--- config.mk ---
export PLATFORM = sky130hd
export DESIGN_NAME = ws2812b_rx
export DESIGN_NICKNAME = d
export VERILOG_FILES = /design/src/rtl/ws2812b_rx.sv
export SDC_FILE = /design/constraint.sdc
export NUM_CORES = 1
export LEC_CHECK = 0
export ABC_AREA = 1
export CORE_MARGIN = 2
export CORE_UTILIZATION = 45
export CTS_BUF_LIST = sky130_fd_sc_hd__clkbuf_8
export DETAILED_ROUTE_END_ITERATION = 7
export PLACE_DENSITY = 0.66
export SLEW_MARGIN = 30
export SYNTH_ARGS = -nofsm -noshare
export SYNTH_HDL_FRONTEND = slang
export SYNTH_SLANG_ARGS = --single-unit
export TNS_END_PERCENT = 1
--- constraint.sdc ---
create_clock -name clk -period 3.97 [get_ports clk]
set_clock_uncertainty 0.05 [all_clocks]
set_input_delay 0.397 -clock clk [delete_from_list [all_inputs] [get_ports clk]]
set_output_delay 0.397 -clock clk [all_outputs]
set_load 0.05 [all_outputs]
--- src/rtl/ws2812b_rx.sv ---
// WS2812B single-wire receiver: measures high widths to recover GRB pixel words
// and detects the long low that latches a frame.
module ws2812b_rx #(
  parameter int BIT_THRESH   = 8,
  parameter int MIN_HIGH     = 2,
  parameter int MAX_HIGH     = 20,
  parameter int RESET_CYCLES = 600,
  parameter int NUM_PIXELS   = 64,
  parameter int ADDR_W       = 6
) (
  input  logic              clk,
  input  logic              rst_n,
  input  logic              din,
  output logic [23:0]       o_pixel,
  output logic              o_pixel_valid,
  output logic [ADDR_W-1:0] o_pixel_index,
  output logic              o_frame_done,
  output logic [ADDR_W:0]   o_frame_count,
  output logic              o_error
);

  localparam int WCW = $clog2(RESET_CYCLES + 1);
  localparam logic [WCW-1:0]  W_RESET  = WCW'(RESET_CYCLES);
  localparam logic [WCW-1:0]  W_LATCH  = WCW'(RESET_CYCLES - 1);
  localparam logic [WCW-1:0]  W_THRESH = WCW'(BIT_THRESH);
  localparam logic [WCW-1:0]  W_MIN    = WCW'(MIN_HIGH);
  localparam logic [WCW-1:0]  W_MAX    = WCW'(MAX_HIGH);
  localparam logic [ADDR_W:0] PIX_MAX  = (ADDR_W + 1)'(NUM_PIXELS);

  typedef enum logic [1:0] {
    WAIT_LATCH,
    IDLE,
    HIGH,
    LOW
  } state_t;

  state_t         state;
  logic           din_meta;
  logic           din_s;
  logic           din_d;
  logic           rise;
  logic           fall;
  logic           line_quiet;
  logic           bit_val;
  logic [WCW-1:0] width;
  logic [22:0]    shift;
  logic [4:0]     bit_cnt;
  logic [ADDR_W:0] pix_cnt;

  always_ff @(posedge clk or negedge rst_n) begin
    if (!rst_n) begin
      din_meta <= 1'b0;
      din_s    <= 1'b0;
      din_d    <= 1'b0;
    end else begin
      din_meta <= din;
      din_s    <= din_meta;
      din_d    <= din_s;
    end
  end

  assign rise       = din_s & ~din_d;
  assign fall       = ~din_s & din_d;
  assign line_quiet = ~din_s & ~din_d;
  assign bit_val    = (width >= W_THRESH);

  // The edge cycle is already the first cycle of the new level, so restart at 1;
  // at a fall, width then equals the number of high cycles just seen.
  always_ff @(posedge clk or negedge rst_n) begin
    if (!rst_n) begin
      width <= '0;
    end else if (rise || fall) begin
      width <= WCW'(1);
    end else if (width != W_RESET) begin
      width <= width + 1'b1;
    end
  end

  always_ff @(posedge clk or negedge rst_n) begin
    if (!rst_n) begin
      state         <= WAIT_LATCH;
      shift         <= '0;
      bit_cnt       <= '0;
      pix_cnt       <= '0;
      o_pixel       <= '0;
      o_pixel_valid <= 1'b0;
      o_pixel_index <= '0;
      o_frame_done  <= 1'b0;
      o_frame_count <= '0;
      o_error       <= 1'b0;
    end else begin
      o_pixel_valid <= 1'b0;
      o_frame_done  <= 1'b0;
      o_error       <= 1'b0;
      case (state)
        WAIT_LATCH: begin
          if (line_quiet && width >= W_LATCH) begin
            state <= IDLE;
          end
        end
        IDLE: begin
          if (rise) begin
            state <= HIGH;
          end
        end
        HIGH: begin
          if (width >= W_MAX || (fall && width < W_MIN)) begin
            o_error <= 1'b1;
            bit_cnt <= '0;
            pix_cnt <= '0;
            state   <= WAIT_LATCH;
          end else if (fall) begin
            shift <= {shift[21:0], bit_val};
            state <= LOW;
            if (bit_cnt == 5'd23) begin
              bit_cnt <= '0;
              // A pixel past the end of the frame is flagged and dropped, but the stream is still decoded.
              if (pix_cnt == PIX_MAX) begin
                o_error <= 1'b1;
              end else begin
                o_pixel       <= {shift, bit_val};
                o_pixel_index <= pix_cnt[ADDR_W-1:0];
                o_pixel_valid <= 1'b1;
                pix_cnt       <= pix_cnt + 1'b1;
              end
            end else begin
              bit_cnt <= bit_cnt + 5'd1;
            end
          end
        end
        LOW: begin
          if (rise) begin
            state <= HIGH;
          end else if (width >= W_LATCH) begin
            o_frame_done  <= 1'b1;
            o_frame_count <= pix_cnt;
            o_error       <= (bit_cnt != 5'd0);
            bit_cnt       <= '0;
            pix_cnt       <= '0;
            state         <= IDLE;
          end
        end
        default: state <= WAIT_LATCH;
      endcase
    end
  end

endmodule

==> flow_summary.yaml, run 1 <==
run_status:
  status: "finished, final reports clean"
routing:
  via_per_inst: 4.85
  wl_met3_um: 277
  drt-met1-wl_mm: 3.79
  vias: 3033
  wl_met2_mm: 3.56
  wl_mm: 7.68
  drtIter0Drc: 194
  top_layer: "met4"
  wire_per_inst_um: 12.3
  ant_nets: 0
  drc: 0
  dr.pass1.iters: 4
cts:
  worstSkewPairLatency_ns: 0.35
  clkSlewWorstSetupHoldPaths_ns: 0.09
  cts_tree: "yes"
  cts_setup_buffers: 0
  ctsHoldBuffers: 0
  clock-sinks: 90
  htree_levels: 3
  cts_buffers: 9
  post_cts_resized: 0
  clockBufferDepth: 2
  root_buffer: "clkbuf_8"
critical_path:
  crit_path_start_kind: "register"
  path_max_fanout: 59
  critPathArrivalTime_ns: 2.59
  worstSetupEndpointType: "register"
  worstSetupPathType: "reg -> reg"
  crit_required_ns: 4.21
die:
  rows: 34
  start_util_pct: 46.4
  core_um2: 8720
  pin_count: 43
  die_y_um: 98.8
  die_w_um: 98.8
  dieArea_um2: 9760
timing:
  hold_violations: 0
  tightest_slew_ns: 0.796
  setup_viol: 0
  slew_headroom_pct: 46.7
  rsz0062_at_grt: "no"
  final.min_clock_period_ns: 2.35
  max_freq_ghz: 0.426
  fin_setup_tns_ns: 0
  slew_viol_final: 0
  fin_crit_sh_pct: 59.2
synth:
  syn_nets: 484
  synth-seq-cells: 90
  yosysWarnings: 0
  synth_largest_area_cell: "dfrtp_1"
  synth_top_area_share_pct: 55.7
  synth_cells: 472
  synth.area.top_cells: "dfrtp_1 (56%), nand2_1 (11%), inv_1 (5.8%), o21ai_0 (5.4%), nand3_1 (3.8%)"
  avgSynthCellArea_um2: 8.57
  syn-cell-area_um2: 4040
  synth.distinct_cells: 25
  yosysSeqAreaShare_pct: 55.7
pwr:
  power.density_nw_per_um2: 336
  combPwrFrac_pct: 4.3
  swShare_pct: 25.7
  p_clk_share_pct: 37.0
  leakage_nw: 2.25
  p_switching_w: 0.000409
  p_int_w: 0.00118
  ir_drop_mv: 0.158
  p_seq_share_pct: 58.8
layout:
  diodes: 0
  synthToLayoutAreaGrowth_pct: 16.8
  fillers: 770
  multiInputGateArea_um2: 1470
  regArea_um2: 2250
  nets: 525
  fin_util_pct: 54.2
  drive_above_1_share_pct: 4.83
placed_design:
  portBuffers: 42
  place.detailed.hpwl_mm: 5.28
  place_congestion: 0.860
global_routing:
  grt_max_degree: 65
  antenna_found_initial: 0
  grt_pass1_wl_mm: 13.3
  grt_pass1_vias: 2856
  overflow: 0
  grt_usage_pct: 16.7
flow_run:
  maxCapViolCount: 0
min_path:
  min_path_type: "in -> async"
==> final timing paths <==
check / from / endpoint / slack (ns) / cells past startpoint
setup / recovery: width[3] / o_pixel[23] / 1.62 / 9
hold / removal: rst_n / din_meta / 0.08 / 1
setup reg to reg: width[3] / o_pixel[23] / 1.62 / 9
hold reg to reg: din_meta / din_s / 0.31 / 0
max in group asynchronous: rst_n / shift[0] / 2.95 / 2
min in group clk: din_meta / din_s / 0.31 / 0
==> critical path, cell delays in order, from the launching register on <==
cell and delay (ns):
dfrtp_1 0.45, nor2_1 0.17, o21ai_1 0.11, nor2_4 0.16, nand3_4 0.13, nor2_8 0.41
nand2_4 0.44, inv_1 0.22, nand2_1 0.08, nand2_1 0.06
==> state kept, by name, summed over array words and instances (netlist names), 2 cells and up <==
name and count:
state 2, pix_cnt 7, bit_cnt 5, width 10, shift 23, o_pixel_index 6, o_frame_count 7, o_pixel 24
==> synth_stat cells, drive strengths merged <==
cell / number
o31ai: 1
clkbuf: 4
inv: 64
nor2: 37
clkinv: 3
buf: 9
dfrtp: 90
ha: 9
nand4: 4
a21oi: 8
nor3: 10
nand2: 123
o21ai: 69
nand3: 32
xor2: 7
xnor2: 2
==> final cells by class <==
| cell class | count | share of cell area, % |
|---|---|---|
| Clock buffer | 9 | 2.62 |
| Tap cell | 108 | 2.86 |
| Sequential cell | 90 | 47.7 |
| Timing Repair Buffer | 43 | 9.00 |
| Multi-Input combinational cell | 302 | 31.2 |
| Inverter | 67 | 5.32 |
| Clock inverter | 7 | 1.35 |
==> placed cells by master (no fill, tap or decap), types with 3 or more instances in the layout <==
cell and count:
nand2_1 122, dfrtp_1 90, inv_1 63, o21ai_0 44, clkdlybuf4s50_1 41, nor2_1 34
nand3_1 31, o21ai_1 25, nor3_1 10, ha_1 9, clkbuf_8 9, a21oi_1 8
xor2_1 7, clkinv_1 3, nand4_1 3
==> per-stage QoR <==
stage	instances	instance area (um2)	worst slack, ns	power (W)	hold WS (ns)
finish	626	4720	1.62	0.00159	0.0792
global route	626	4720	1.31	0.00166	0.132
CTS	626	4720	1.24	0.00161	0.0989
detailed placement	610	4530	1.28	0.00102	0.288
global placement	610	4530	1.44	0.00102	0.285
floorplan	472	4040	2.31	0.000987	0.0514
==> metal layers <==
metal  up-vias  global-route usage [%]
met1      1403                    23.5
met4         0                    5.37
met5         -                       0
li1       1573                       -
met2        55                    25.9
met3         2                    3.97
==> power groups by stage <==
stage          clock network (W)  logic [W]  registers, W
2_1_floorplan                  0  0.0000375      0.000950
3_3_place_gp                   0  0.0000671      0.000951
3_5_place_dp                   0  0.0000690      0.000952
4_1_cts                 0.000609  0.0000693      0.000934
5_1_grt                 0.000648  0.0000794      0.000936
6_report                0.000587  0.0000676      0.000934
==> cells by family (layout without fill, tap and decap cells) <==
family	after synthesis	after routing	share of synthesized area, %
adder cells (fa/ha/maj)	9	9	2.78
AND/OR/NAND/NOR	206	206	21.8
AO/OA/AOI/OAI	78	78	9.72
XOR/XNOR	9	9	1.95
flip-flops	90	90	55.7
buffers and inverters	80	126	8.01
Power figures use the tool's default switching activity.
==> inputs of run 2 (changes only) <==
==> constraint.sdc (replaced) <==
create_clock -name clk -period 2.2 [get_ports clk]
set_clock_uncertainty 0.05 [all_clocks]
set_input_delay 0.22 -clock clk [delete_from_list [all_inputs] [get_ports clk]]
set_output_delay 0.22 -clock clk [all_outputs]
set_load 0.05 [all_outputs]
==> run 2 against run 1 <==
  * Flip-flop and latch count is the same
  * Wire length shrank 2.5%
  * Utilization grew 0.57 points
  * Combinational power grew 85%
  * Cell count grew 0.96%
  * Setup slack lost 1.3 ns
  * Hold slack gained 0.17 ns
  * Cell area grew 1.1%
  * Clock power grew 70%
  * Die area is the same
  * Sequential share of layout area shrank 0.50 points
  * Critical endpoint unchanged
==> flow_summary.yaml, run 2 (synthesis gave the netlist of run 1 again) <==
timing:
  setup_ws_ns: 0.300
  hold_violations: 0
  setup_viol: 0
  fin_setup_tns_ns: 0
  fin_crit_sh_pct: 86.4
  slew_viol_final: 0
  max_freq_ghz: 0.526
  tightest_slew_ns: 0.581
  rsz0062_at_grt: "no"
  slew_headroom_pct: 61.3
  final.min_clock_period_ns: 1.90
critical_path:
  startpoint: "din_s"
  path_max_fanout: 59
  critPathArrivalTime_ns: 2.11
  worstPathCellList: "inv_1, ha_1, nand4_1, nand3_4, nor2_8, nand2_2, buf_12, inv_1, nand2_1, nand2_1"
  worstSetupPathType: "reg -> reg"
  crit_required_ns: 2.41
  reg2reg_from: "din_s"
  worstSetupEndpointType: "register"
  crit_family: "simple AND/OR/NAND/NOR gates"
  worst-path-buf-inv: 3
  crit_path_start_kind: "register"
  slowest_delay_ns: 0.41
  cp_slowest_cell: "dfrtp_1"
routing:
  via_per_inst: 4.91
  drc: 0
  dr.pass1.iters: 5
  vias: 3105
  drtIter0Drc: 160
  wl_mm: 7.48
  ant_nets: 0
  wire_per_inst_um: 11.8
placed_design:
  place_area_um2: 4590
  portBuffers: 42
  place_inst: 615
  preCtsSetupSlack_ns: 0.305
  place.detailed.hpwl_mm: 5.22
  place_congestion: 0.916
layout:
  regMostFlops: "o_pixel"
  final_cell_mix: "nand2_1 (122), dfrtp_1 (90), inv_1 (65)"
  fin_area_um2: 4770
  fin_util_pct: 54.7
  synthToLayoutAreaGrowth_pct: 18.1
  fin_cells: 632
  regArea_um2: 2250
  drive_above_1_share_pct: 5.34
  nets: 531
  final_common_cell: "nand2_1"
  fillers: 769
  diodes: 0
  top_regs: "o_pixel x24, shift x23, width x10"
  largest_register_ffs: 24
  multiInputGateArea_um2: 1470
global_routing:
  grt_pass1_wl_mm: 13.1
  antenna_found_initial: 0
  grt_pass1_vias: 2895
  grt_usage_pct: 16.7
  grt_max_degree: 60
  overflow: 0
cts:
  cts_buffers: 9
  cts_setup_buffers: 0
  htree_levels: 3
  clock-sinks: 90
  worstSkewPairLatency_ns: 0.35
  clockBufferDepth: 2
  root_buffer: "clkbuf_8"
  clkSlewWorstSetupHoldPaths_ns: 0.09
  cts_tree: "yes"
  post_cts_resized: 0
min_path:
  hold_start: "din"
  min_path_type: "in -> reg"
die:
  rows: 34
  die_w_um: 98.8
  core_um2: 8720
  pin_count: 43
  start_util_pct: 46.4
  dieArea_um2: 9760
  die_y_um: 98.8
pwr:
  leakage_nw: 2.27
  ir_drop_mv: 0.297
  power.density_nw_per_um2: 588
flow_run:
  maxCapViolCount: 0
run_status:
  status: "finished, final reports clean"
-- run 2: cell count changes in the layout (fill, tap and decap cells not counted) --
| cell | previous run | this run |
|---|---|---|
| inv_1 | 63 | 65 |
| inv_6 | 2 | 1 |
| buf_4 | 2 | 5 |
| buf_12 | 0 | 2 |
| clkinv_8 | 1 | 0 |
| nand2_2 | 0 | 1 |
| dlygate4sd3_1 | 0 | 1 |
| nand2_4 | 1 | 0 |
-- run 2: final cells by class --
cell class | instances | share of cell area, %
flip-flops and latches | 90 | 47.2
inverters | 67 | 5.27
well taps | 108 | 2.83
multi-input cells | 302 | 30.7
clock inverters | 7 | 0.970
clock buffers | 9 | 2.59
repair buffers | 49 | 10.4
-- run 2: final timing paths --
kind / to / slack, ns / cells after the start
max: o_pixel[23] / 0.30 / 10
min: din_meta / 0.25 / 1
max reg2reg: o_pixel[23] / 0.30 / 10
min reg2reg: din_s / 0.31 / 0
max in group asynchronous: o_pixel[0] / 1.12 / 3
min in group asynchronous: din_meta / 0.34 / 2
-- run 2: where the power goes --
part / switching, W / leakage, nW / internal (W)
logic: 0.0000907 / 0.931 / 0.0000347
clock network: 0.000589 / 0.0922 / 0.000409
registers: 0.0000174 / 1.25 / 0.00167
total: 0.000697 / 2.27 / 0.00211
-- run 2: metal layers --
metal  part of all wire (%)  GRT usage (%)
met1                     50           23.5
met2                     44           25.5
met3                    4.8           3.69
met4                    1.2           6.22
met5                      0              0
-- run 2: timing repair --
action | in CTS | in global routing
endpoints found under the setup margin | 0 | 0
hold buffers | 1 | 0
hold endpoints to repair | 44 | 0
-- run 2: per-stage QoR --
| stage | total power (W) | hold slack [ns] |
|---|---|---|
| 2_1_floorplan | 0.00178 | -0.126 |
| 3_5_place_dp | 0.00185 | 0.213 |
| 5_1_grt | 0.00293 | 0.227 |
| 6_report | 0.00281 | 0.252 |
| 3_3_place_gp | 0.00184 | 0.212 |
| 4_1_cts | 0.00285 | 0.240 |
==> inputs of run 3 (changes only) <==
--- a/config.mk
+++ b/config.mk
@@ -8,7 +8,6 @@
 export ABC_AREA = 1
 export CORE_MARGIN = 2
 export CORE_UTILIZATION = 45
-export CTS_BUF_LIST = sky130_fd_sc_hd__clkbuf_8
 export DETAILED_ROUTE_END_ITERATION = 7
 export PLACE_DENSITY = 0.66
 export SLEW_MARGIN = 30
==> constraint.sdc (replaced) <==
create_clock -name clk -period 2.42 [get_ports clk]
set_clock_uncertainty 0.05 [all_clocks]
set_input_delay 0.242 -clock clk [delete_from_list [all_inputs] [get_ports clk]]
set_output_delay 0.242 -clock clk [all_outputs]
set_load 0.05 [all_outputs]
==> run 3 against run 2 <==
  * Clock-buffer cell count unchanged
  * Sequential share of layout area decreased by 0.27 points
  * Via count increased by 0.87%
  * Clock power about the same
  * Power decreased by 5.7%
  * Flip-flop and latch count unchanged
==> flow_summary.yaml, run 3 (synthesis gave the netlist of run 1 again) <==
timing:
  fin_setup_tns_ns: 0
  max_freq_ghz: 0.498
  tightest_slew_ns: 0.582
  hold_violations: 0
  slew_viol_final: 0
  rsz0062_at_grt: "no"
  setup_ws_ns: 0.413
  setup_viol: 0
  fin_crit_sh_pct: 82.9
  slew_headroom_pct: 61.2
  final.min_clock_period_ns: 2.01
cts:
  cts_tree: "yes"
  worstSkewPairLatency_ns: 0.36
  cts_buffers: 9
  htree_levels: 3
  cts_setup_buffers: 0
  clockBufferDepth: 2
  clock-sinks: 90
  clkSlewWorstSetupHoldPaths_ns: 0.10
  root_buffer: "clkbuf_8"
global_routing:
  overflow: 0
  grt_max_degree: 47
  grt_pass1_vias: 2959
  grt_usage_pct: 17.0
  antenna_found_initial: 0
  grt_pass1_wl_mm: 13.5
critical_path:
  crit_path_start_kind: "register"
  worstSetupEndpointType: "register"
  slowest_delay_ns: 0.41
  worstSetupPathType: "reg -> reg"
  crit_required_ns: 2.65
  r2r_cells: 9
  path_max_fanout: 21
  critPathArrivalTime_ns: 2.24
  cp_slowest_cell: "dfrtp_1"
  worstPathCellList: "inv_1, ha_1, nand4_1, nand3_4, nor2_8, nand2_2, buf_4, nand2_1, o21ai_1"
min_path:
  min_path_type: "in -> reg"
  min_path_cells: 1
layout:
  largest_register_ffs: 24
  final_cell_mix: "nand2_1 (122), dfrtp_1 (90), inv_1 (63)"
  synthToLayoutAreaGrowth_pct: 18.8
  regMostFlops: "o_pixel"
  final_common_cell: "nand2_1"
  nets: 531
  top_regs: "o_pixel x24, shift x23, width x10"
  drive_above_1_share_pct: 5.73
  fin_area_um2: 4800
  diodes: 0
placed_design:
  portBuffers: 42
  place.detailed.hpwl_mm: 5.47
  place_congestion: 0.897
  place_area_um2: 4590
  preCtsSetupSlack_ns: 0.426
routing:
  dr.pass1.iters: 4
  wire_per_inst_um: 12.2
  ant_nets: 0
  drtIter0Drc: 155
  drc: 0
  wl_mm: 7.70
  vias: 3132
  via_per_inst: 4.96
pwr:
  swShare_pct: 26.2
  power.density_nw_per_um2: 551
  combPwrFrac_pct: 4.3
  ir_drop_mv: 0.355
  p_seq_share_pct: 57.9
  p_int_w: 0.00195
  p_clk_share_pct: 37.8
  leakage_nw: 2.28
  p_switching_w: 0.000695
die:
  die_y_um: 98.8
  die_w_um: 98.8
  pin_count: 43
  rows: 34
  dieArea_um2: 9760
  core_um2: 8720
  start_util_pct: 46.4
flow_run:
  maxCapViolCount: 0
run_status:
  status: "finished, final reports clean"
run 3: changes by cell type in the layout (fill, tap and decap cells not counted):
cell / change
inv_1: -2
clkinv_2: -1
inv_8: +2
clkinv_8: +1
clkinv_4: +1
clkinvlp_4: -1
run 3: routing by layer:
metal,global-route usage [%],vias to the layer above,wire length [um]
met2,27.4,57,3660
met5,0,-,0
met4,4.43,0,51
met3,3.69,6,291
li1,-,1583,-
met1,23.5,1486,3700
run 3: worst paths after layout:
check	to	slack, ns	from
max in group asynchronous	o_pixel[0]	1.31	rst_n
min in group asynchronous	din_meta	0.36	rst_n
hold / removal	din_meta	0.26	din
hold reg to reg	din_s	0.31	din_meta
setup / recovery	o_pixel_index[2]	0.41	din_s
setup reg to reg	o_pixel_index[2]	0.41	din_s
run 3: critical path, delay by kind of cell (launching register included):
family | cells | cell delay [ns]
compound gates | 1 | 0.07
fa+ha+maj | 1 | 0.17
buf+inv | 2 | 0.34
flops | 1 | 0.41
simple gates | 5 | 0.89
run 3: cell type report:
cell class                 instances  area (um2)
multi-input combinational        302        1470
fill                             795        3920
clock inverter                     7        73.8
sequential                        90        2250
tap                              108         135
timing repair buffer              49         498
clock buffer                       9         124
inverter                          67         251
run 3: per-stage QoR:
step | utilization, % | cells | hold WS, ns | power (W)
after floorplan | - | 472 | -0.104 | 0.00162
after global placement | 52.7 | 615 | 0.235 | 0.00168
after detailed placement | 52.7 | 615 | 0.239 | 0.00168
after CTS | 55.1 | 632 | 0.250 | 0.00269
after global routing | 55.1 | 632 | 0.241 | 0.00277
final | 55.1 | 632 | 0.259 | 0.00265
run 3: repair_timing:
action | in CTS | in global routing
gates resized for setup | 0 | 0
hold buffers | 1 | 0
hold endpoints to repair | 44 | 0
run 3: power groups by stage:
stage	combinational (W)	sequential [W]	clock, W
final	0.000114	0.00153	0.00100
after global routing	0.000134	0.00154	0.00110
after CTS	0.000118	0.00153	0.00104
after detailed placement	0.000116	0.00156	0
after global placement	0.000115	0.00156	0
after floorplan	0.0000615	0.00156	0
